**config.mk**
```make
export PLATFORM = sky130hd
export DESIGN_NAME = pulse_event_detect
export DESIGN_NICKNAME = d
export VERILOG_FILES = /design/src/rtl/pulse_event_detect_pkg.sv /design/src/rtl/pulse_event_detect_sat_sub.sv /design/src/rtl/pulse_event_detect.sv
export SDC_FILE = /design/constraint.sdc
export NUM_CORES = 1
export LEC_CHECK = 0
export CAP_MARGIN = 20
export CORE_ASPECT_RATIO = 0.6
export CORE_UTILIZATION = 55
export DETAILED_ROUTE_END_ITERATION = 12
export PLACE_DENSITY = 0.79
export SETUP_SLACK_MARGIN = 0.2
export SLEW_MARGIN = 20
export SYNTH_ARGS = -nofsm -noshare
export SYNTH_HDL_FRONTEND = slang
export SYNTH_HIERARCHICAL = 1
export SYNTH_SLANG_ARGS = --single-unit
```
**constraint.sdc**
```tcl
create_clock -name clk -period 4.2 [get_ports clk]
set_input_delay 0.42 -clock clk [delete_from_list [all_inputs] [get_ports clk]]
set_output_delay 0.42 -clock clk [all_outputs]
set_load 0.05 [all_outputs]
```
**src/rtl/pulse_event_detect_pkg.sv**
```systemverilog
// Shared types and default sizing for the pulse event detector.
// Limit constants describe the saturation bounds at the default widths.
package pulse_event_detect_pkg;

  localparam int PED_W  = 24;
  localparam int PED_CW = 16;
  localparam int PED_AW = 40;

  typedef enum logic [1:0] {
    IDLE    = 2'd0,
    ACTIVE  = 2'd1,
    HOLDOFF = 2'd2
  } state_t;

  localparam logic signed [PED_W-1:0]  RES_MAX   = {1'b0, {(PED_W-1){1'b1}}};
  localparam logic signed [PED_W-1:0]  RES_MIN   = {1'b1, {(PED_W-1){1'b0}}};
  localparam logic signed [PED_AW-1:0] AREA_MAX  = {1'b0, {(PED_AW-1){1'b1}}};
  localparam logic signed [PED_AW-1:0] AREA_MIN  = {1'b1, {(PED_AW-1){1'b0}}};
  localparam logic [PED_CW-1:0]        WIDTH_MAX = {PED_CW{1'b1}};

endpackage

```
**src/rtl/pulse_event_detect_sat_sub.sv**
```systemverilog
// Combinational signed a - b, clipped to the W-bit signed range.
module sat_sub #(
  parameter int W = 24
) (
  input  logic signed [W-1:0] a,
  input  logic signed [W-1:0] b,
  output logic signed [W-1:0] y
);

  logic signed [W:0] diff;

  assign diff = {a[W-1], a} - {b[W-1], b};

  // The two top bits disagree exactly when the true difference left the W-bit range.
  assign y = (diff[W] != diff[W-1]) ? (diff[W] ? {1'b1, {(W-1){1'b0}}}
                                               : {1'b0, {(W-1){1'b1}}})
                                    : diff[W-1:0];

endmodule

```
**src/rtl/pulse_event_detect.sv**
```systemverilog
// Baseline-subtracted residual stream with a hysteresis event detector
// that reports peak, peak position, width and area of each qualified event.
module pulse_event_detect
  import pulse_event_detect_pkg::*;
#(
  parameter int W  = PED_W,
  parameter int CW = PED_CW,
  parameter int AW = PED_AW
) (
  input  logic                 clk,
  input  logic                 rst_n,
  input  logic signed [W-1:0]  din,
  input  logic                 din_valid,
  input  logic signed [W-1:0]  drift_in,
  input  logic signed [W-1:0]  on_th,
  input  logic signed [W-1:0]  off_th,
  input  logic [7:0]           min_width,
  input  logic [CW-1:0]        holdoff,
  output logic signed [W-1:0]  res_out,
  output logic                 res_valid,
  output logic                 evt_valid,
  output logic signed [W-1:0]  evt_peak,
  output logic [CW-1:0]        evt_peak_pos,
  output logic [CW-1:0]        evt_width,
  output logic signed [AW-1:0] evt_area,
  output logic                 evt_sat,
  output logic                 busy
);

  localparam logic signed [AW-1:0] AREA_HI = {1'b0, {(AW-1){1'b1}}};
  localparam logic signed [AW-1:0] AREA_LO = {1'b1, {(AW-1){1'b0}}};
  localparam logic [CW-1:0]        WID_HI  = {CW{1'b1}};

  logic signed [W-1:0] res_sat;

  sat_sub #(.W(W)) u_sat_sub (
    .a (din),
    .b (drift_in),
    .y (res_sat)
  );

  // NOTE: sequential state uses non-blocking assignments so every register
  // samples pre-edge values regardless of block ordering.
  always_ff @(posedge clk) begin
    if (!rst_n) begin
      res_out   <= '0;
      res_valid <= 1'b0;
    end else begin
      res_valid <= din_valid;
      if (din_valid) res_out <= res_sat;
    end
  end

  state_t              state, state_nx;
  logic [CW-1:0]       width_q, width_nx, pos_q, pos_nx, cnt_q, cnt_nx;
  logic signed [W-1:0] peak_q, peak_nx;
  logic signed [AW-1:0] area_q, area_nx;
  logic                sat_q, sat_nx, evt_load;
  logic signed [AW:0]  area_sum;
  logic [CW-1:0]       min_eff;

  assign min_eff  = (min_width == 8'd0) ? CW'(1) : CW'(min_width);
  assign area_sum = {area_q[AW-1], area_q} + {{(AW+1-W){res_out[W-1]}}, res_out};
  assign busy     = (state != IDLE);

  // NOTE: every variable gets its hold value first so no path infers a latch.
  always_comb begin
    state_nx = state;
    width_nx = width_q;
    pos_nx   = pos_q;
    cnt_nx   = cnt_q;
    peak_nx  = peak_q;
    area_nx  = area_q;
    sat_nx   = sat_q;
    evt_load = 1'b0;
    if (res_valid) begin
      unique case (state)
        IDLE: begin
          if (res_out >= on_th) begin
            state_nx = ACTIVE;
            width_nx = CW'(1);
            pos_nx   = '0;
            peak_nx  = res_out;
            area_nx  = {{(AW-W){res_out[W-1]}}, res_out};
            sat_nx   = 1'b0;
          end
        end
        ACTIVE: begin
          if (res_out < off_th) begin
            if (width_q >= min_eff) begin
              evt_load = 1'b1;
              cnt_nx   = holdoff;
              state_nx = (holdoff == '0) ? IDLE : HOLDOFF;
            end else begin
              state_nx = IDLE;
            end
          end else begin
            if (width_q == WID_HI) sat_nx = 1'b1;
            else                   width_nx = width_q + CW'(1);
            if (area_sum[AW] != area_sum[AW-1]) begin
              area_nx = area_sum[AW] ? AREA_LO : AREA_HI;
              sat_nx  = 1'b1;
            end else begin
              area_nx = area_sum[AW-1:0];
            end
            // Strict compare keeps the position of the first maximum.
            if (res_out > peak_q) begin
              peak_nx = res_out;
              pos_nx  = width_q;
            end
          end
        end
        HOLDOFF: begin
          cnt_nx = (cnt_q == '0) ? '0 : cnt_q - CW'(1);
          if (cnt_q <= CW'(1)) state_nx = IDLE;
        end
        default: state_nx = IDLE;
      endcase
    end
  end

  always_ff @(posedge clk) begin
    if (!rst_n) begin
      state        <= IDLE;
      width_q      <= '0;
      pos_q        <= '0;
      cnt_q        <= '0;
      peak_q       <= '0;
      area_q       <= '0;
      sat_q        <= 1'b0;
      evt_valid    <= 1'b0;
      evt_peak     <= '0;
      evt_peak_pos <= '0;
      evt_width    <= '0;
      evt_area     <= '0;
      evt_sat      <= 1'b0;
    end else begin
      state     <= state_nx;
      width_q   <= width_nx;
      pos_q     <= pos_nx;
      cnt_q     <= cnt_nx;
      peak_q    <= peak_nx;
      area_q    <= area_nx;
      sat_q     <= sat_nx;
      evt_valid <= evt_load;
      if (evt_load) begin
        evt_peak     <= peak_q;
        evt_peak_pos <= pos_q;
        evt_width    <= width_q;
        evt_area     <= area_q;
        evt_sat      <= sat_q;
      end
    end
  end

endmodule

```
==> metrics.md <==
| Metric | Value |
|---|---|
| Synth Area per Inst | `8.04 um^2` |
| Most used routing layer | `met1` |
| CTS max path bufs | `3` |
| Clk_lat worst skew | `0.54 ns` |
| Final instance area | `around 0.019 mm^2` |
| Register area share after synthesis | `0.310` |
| Fillers | `between 2000 and 2500` |
| Max Fanout on Critical Path | `16` |
| Final hold vios | `0` |
| Hold Path End | `pos_q[14]$_SDFFE_PN0P_` |
| Largest family of logic cells by synthesized area | `compound AO/OA/AOI/OAI gates` |
| Status | `finished clean` |
| Die area | `between 0.02 and 0.03 mm^2` |
| Clock sink count | `238` |
| EDFF count, synth | `0` |
| Worst Path Required | `approximately 4.6 ns` |
| Crit-path leading delay family | `compound AO/OA/AOI/OAI gates` |
| Finished Layout Cells | `approximately 2500` |
| RSZ-0062 raised after global routing | `false` |
| Hold Path Origin | `pos_q[14]$_SDFFE_PN0P_` |
| PD cells | `around 350 mW/mm^2` |
| Cell Area, Synth | `between 0.015 and 0.02 mm^2` |
| Final period utilization | `0.885` |
| Register area | `around 0.0048 mm^2` |
| Post-synth top flop | `dfxtp_1` |
| Largest net degree at the start of global routing | `between 100 and 150` |
| Total setup buffers inserted after CTS | `0` |
| XOR/XNOR Fraction of Synth Area | `0.0376` |
| Post-synthesis mux area share | `0.0790` |
| Total wire length | `around 50000 um` |
| Synth Warn # | `6` |
| Leading cell type in the layout, fill and taps excluded | `nor2_1` |
| CP Capture Type | `flop` |
| Layout area overhead | `24.5%` |
| HPWL Detailed | `between 30000 and 40000 um` |
| Reg2reg setup slack | `~0.48 ns` |
| Critical Path Start Type | `flop` |
| PortBufs | `~250` |
| Min Tclk post-route | `between 3 and 4 ns` |
| R2r endpoint | `area_q[24]$_SDFFE_PN0P_` |
| Slew Viols, Final | `0` |
| Final WS setup | `0.481 ns` |
| GRT Overall Usage | `0.354` |
| Placed Cells | `around 2500` |
| Total power | `6.74 mW` |
| Setup-failing EPs final | `0` |
| Via density | `approximately 6` |
| Met3 Track Usage GR | `0.0919` |
| Worst r2r path cells | `13` |
| CTS Buf Count | `22` |
| Via count | `15126` |
| Starting Density | `0.559` |
| Core area | `approximately 0.028 mm^2` |
| Number of synthesized register bits | `between 200 and 250` |
| Die H | `~130 um` |
| Least-Margin Pin Slew | `slightly above 0.8 ns` |
| Met1 usage | `0.557` |
| Io pins | `about 250` |
| Final setup TNS | `0 ns` |
| Min-delay worst type | `reg -> reg` |
| Wirelength per Cell | `20.3 um` |
| Clock skew | `~0.019 ns` |
| Reg-to-reg startpoint | `res_out[1]$_SDFFE_PN0P_` |
| Fmax | `269 MHz` |
| Most frequent cells in the layout | `nor2_1, clkdlybuf4s50_1, dfxtp_1, a21oi_1, ha_1` |
| Critical-path cell list | `buf_4 > fa_1 > a211oi_1 > o21ai_1 > a31o_2 > a21oi_2 > a21oi_1 > a41oi_2 > o221a_2 > o2111ai_2 > buf_4 > a31oi_1 > nor2_1` |
| Max-cap viol count | `0` |
| Initial DRC count | `about 1800` |
| CP arrival | `4.13 ns` |
| Slowest-stage cell, CP | `fa_1` |
| Share of layout cells above drive strength 1 | `0.0627` |
| Std cell rows | `47` |
| Place WS | `0.191 ns` |
| Simple-Gate Fraction of Synth Area | `0.179` |
| Peak supply drop | `289 uV` |
| Slew HR | `0.441` |
| Nets | `2410` |
| Post-Synthesis Cells | `about 1900` |
| Gp weighted congestion | `between 0.9 and 1` |
| First-pass iteration count of the detailed router | `6` |
| Clock slew at reported path FFs | `about 0.08 ns` |
| Worst path max stage delay | `around 0.48 ns` |
| Complex-gate fraction of the synthesized area | `0.209` |
| H-Tree Depth | `1` |
| Synthesized Nets | `roughly 2200` |
| Synth Area in Adders | `0.122` |
| WP buf/inv | `2` |
| Grt met2 use | `0.478` |
| Crit Path Category | `reg -> reg` |
| Count of cell types in the netlist | `80` |
| Initial antenna violation count | `6` |
| CTS tree | `done` |
| Via count of the first global-routing pass | `between 10000 and 15000` |
| Worst Hold Depth | `2` |
| Post-route DRC | `0` |
| CP dominant cell by count | `buf_4` |
| First-pass GRT wire length | `approximately 80000 um` |
| Post-DP Area | `between 0.015 and 0.02 mm^2` |
| Die width | `218 um` |
| Fraction of registers with async set/reset | `0` |
| Root Buffer | `clkbuf_16` |
| Routed Antenna Nets | `0` |
| Congestion Overflow GR | `0` |
| Static Leak | `8.55 nW` |
| Area of the multi-input gates | `~0.0097 mm^2` |
==> stage by stage <==
| step | utilization | hold WS [ns] |
|---|---|---|
| after detailed placement | 0.668 | 0.465 |
| final | 0.696 | 0.475 |
| after floorplan | - | 0.445 |
| after global placement | 0.668 | 0.457 |
| after global routing | 0.696 | 0.496 |
| after CTS | 0.696 | 0.476 |
==> logic make-up (layout without fill, tap and decap cells) <==
family,Yosys count,after routing
adders and majority gates,149,149
and+or+nand+nor,607,607
AOI/OAI and AO/OA,493,493
DFF,238,238
other,0,2
buffers and inverters,239,480
xor gates and xnor gates,66,66
muxes,121,121
==> how the worst max path moves through the flow <==
stage                             startpoint  cells after the start                      end
floorplan           res_out[23]$_SDFFE_PN0P_                     12  area_q[24]$_SDFFE_PN0P_
global placement                   off_th[9]                     12    cnt_q[3]$_SDFFE_PN0P_
detailed placement                 off_th[3]                     13    cnt_q[4]$_SDFFE_PN0P_
CTS                  res_out[0]$_SDFFE_PN0P_                     13  area_q[29]$_SDFFE_PN0P_
global route        res_out[14]$_SDFFE_PN0P_                     12  area_q[38]$_SDFFE_PN0P_
finish               res_out[1]$_SDFFE_PN0P_                     13  area_q[24]$_SDFFE_PN0P_
==> registers in the layout, summed over array words and instances, names as in the netlist <==
register	count
cnt_q	16
peak_q	24
evt_peak_pos	16
pos_q	16
res_valid	1
width_q	16
state	2
evt_area	40
evt_width	16
sat_q	1
res_out	24
evt_peak	24
evt_valid	1
evt_sat	1
area_q	40
==> worst register-to-register path, delay by kind of cell (launching register included) <==
| kind | cells | cell delay (ns) |
|---|---|---|
| AOI/OAI and AO/OA | 9 | 2.17 |
| adders and majority gates | 1 | 0.48 |
| DFF | 1 | 0.44 |
| buffers and inverters | 2 | 0.43 |
| and+or+nand+nor | 1 | 0.07 |
==> where the power goes <==
group / switching, mW / total [mW] / internal, mW / leakage (nW)
clock network: 0.916 / 2.18 / 1.26 / 0.390
registers: 0.143 / 2.49 / 2.35 / 1.93
logic: 1.25 / 2.07 / 0.821 / 6.23
==> metal layers <==
layer  vias to the layer above  wire [um]
met4                         8        788
met2                       646      19900
met5                         -         48
li1                       7257          -
met3                        72       5390
met1                      7143      25200
==> cell usage after synthesis, types with 6 or more instances <==
library cell | number | share of area
ha_1 | 147 | 0.12
and2_1 | 12 | 0.0049
dfxtp_1 | 238 | 0.31
a31oi_1 | 25 | 0.010
o31ai_1 | 8 | 0.0039
o21bai_1 | 6 | 0.0029
a21oi_1 | 176 | 0.057
xor2_1 | 28 | 0.016
clkbuf_1 | 61 | 0.015
buf_4 | 7 | 0.0034
nor4_1 | 11 | 0.0045
o221ai_1 | 23 | 0.013
o211ai_1 | 14 | 0.0068
a21o_1 | 33 | 0.016
o21ai_1 | 7 | 0.0023
buf_2 | 25 | 0.0081
nor2b_1 | 8 | 0.0033
nand3_1 | 51 | 0.017
nor3_1 | 21 | 0.0068
a21boi_0 | 7 | 0.0034
a211oi_1 | 17 | 0.0083
nand2b_1 | 27 | 0.011
xnor2_1 | 38 | 0.022
or3_1 | 13 | 0.0053
inv_1 | 138 | 0.034
nand4_1 | 21 | 0.0085
nand2_1 | 136 | 0.033
mux2i_1 | 120 | 0.078
nor2_1 | 270 | 0.066
and4_1 | 6 | 0.0034
o21ai_0 | 89 | 0.029
and3_1 | 11 | 0.0045
a32oi_1 | 15 | 0.0085
a22oi_1 | 14 | 0.0068
==> layout make-up <==
type | count | area share
timing repair buffer | 302 | 0.154
sequential | 238 | 0.249
inverter | 138 | 0.0273
clock buffer | 30 | 0.0334
antenna | 2 | 0.000261
tap | 367 | 0.0240
clock inverter | 10 | 0.00731
multi-input combinational | 1436 | 0.505
==> timing repair <==
item	4_1_cts	5_1_grt
setup endpoints to repair	0	28
hold buffers	0	0
gates resized for setup	0	3
hold endpoints to repair	0	0
(Power assumes the default switching activity.)
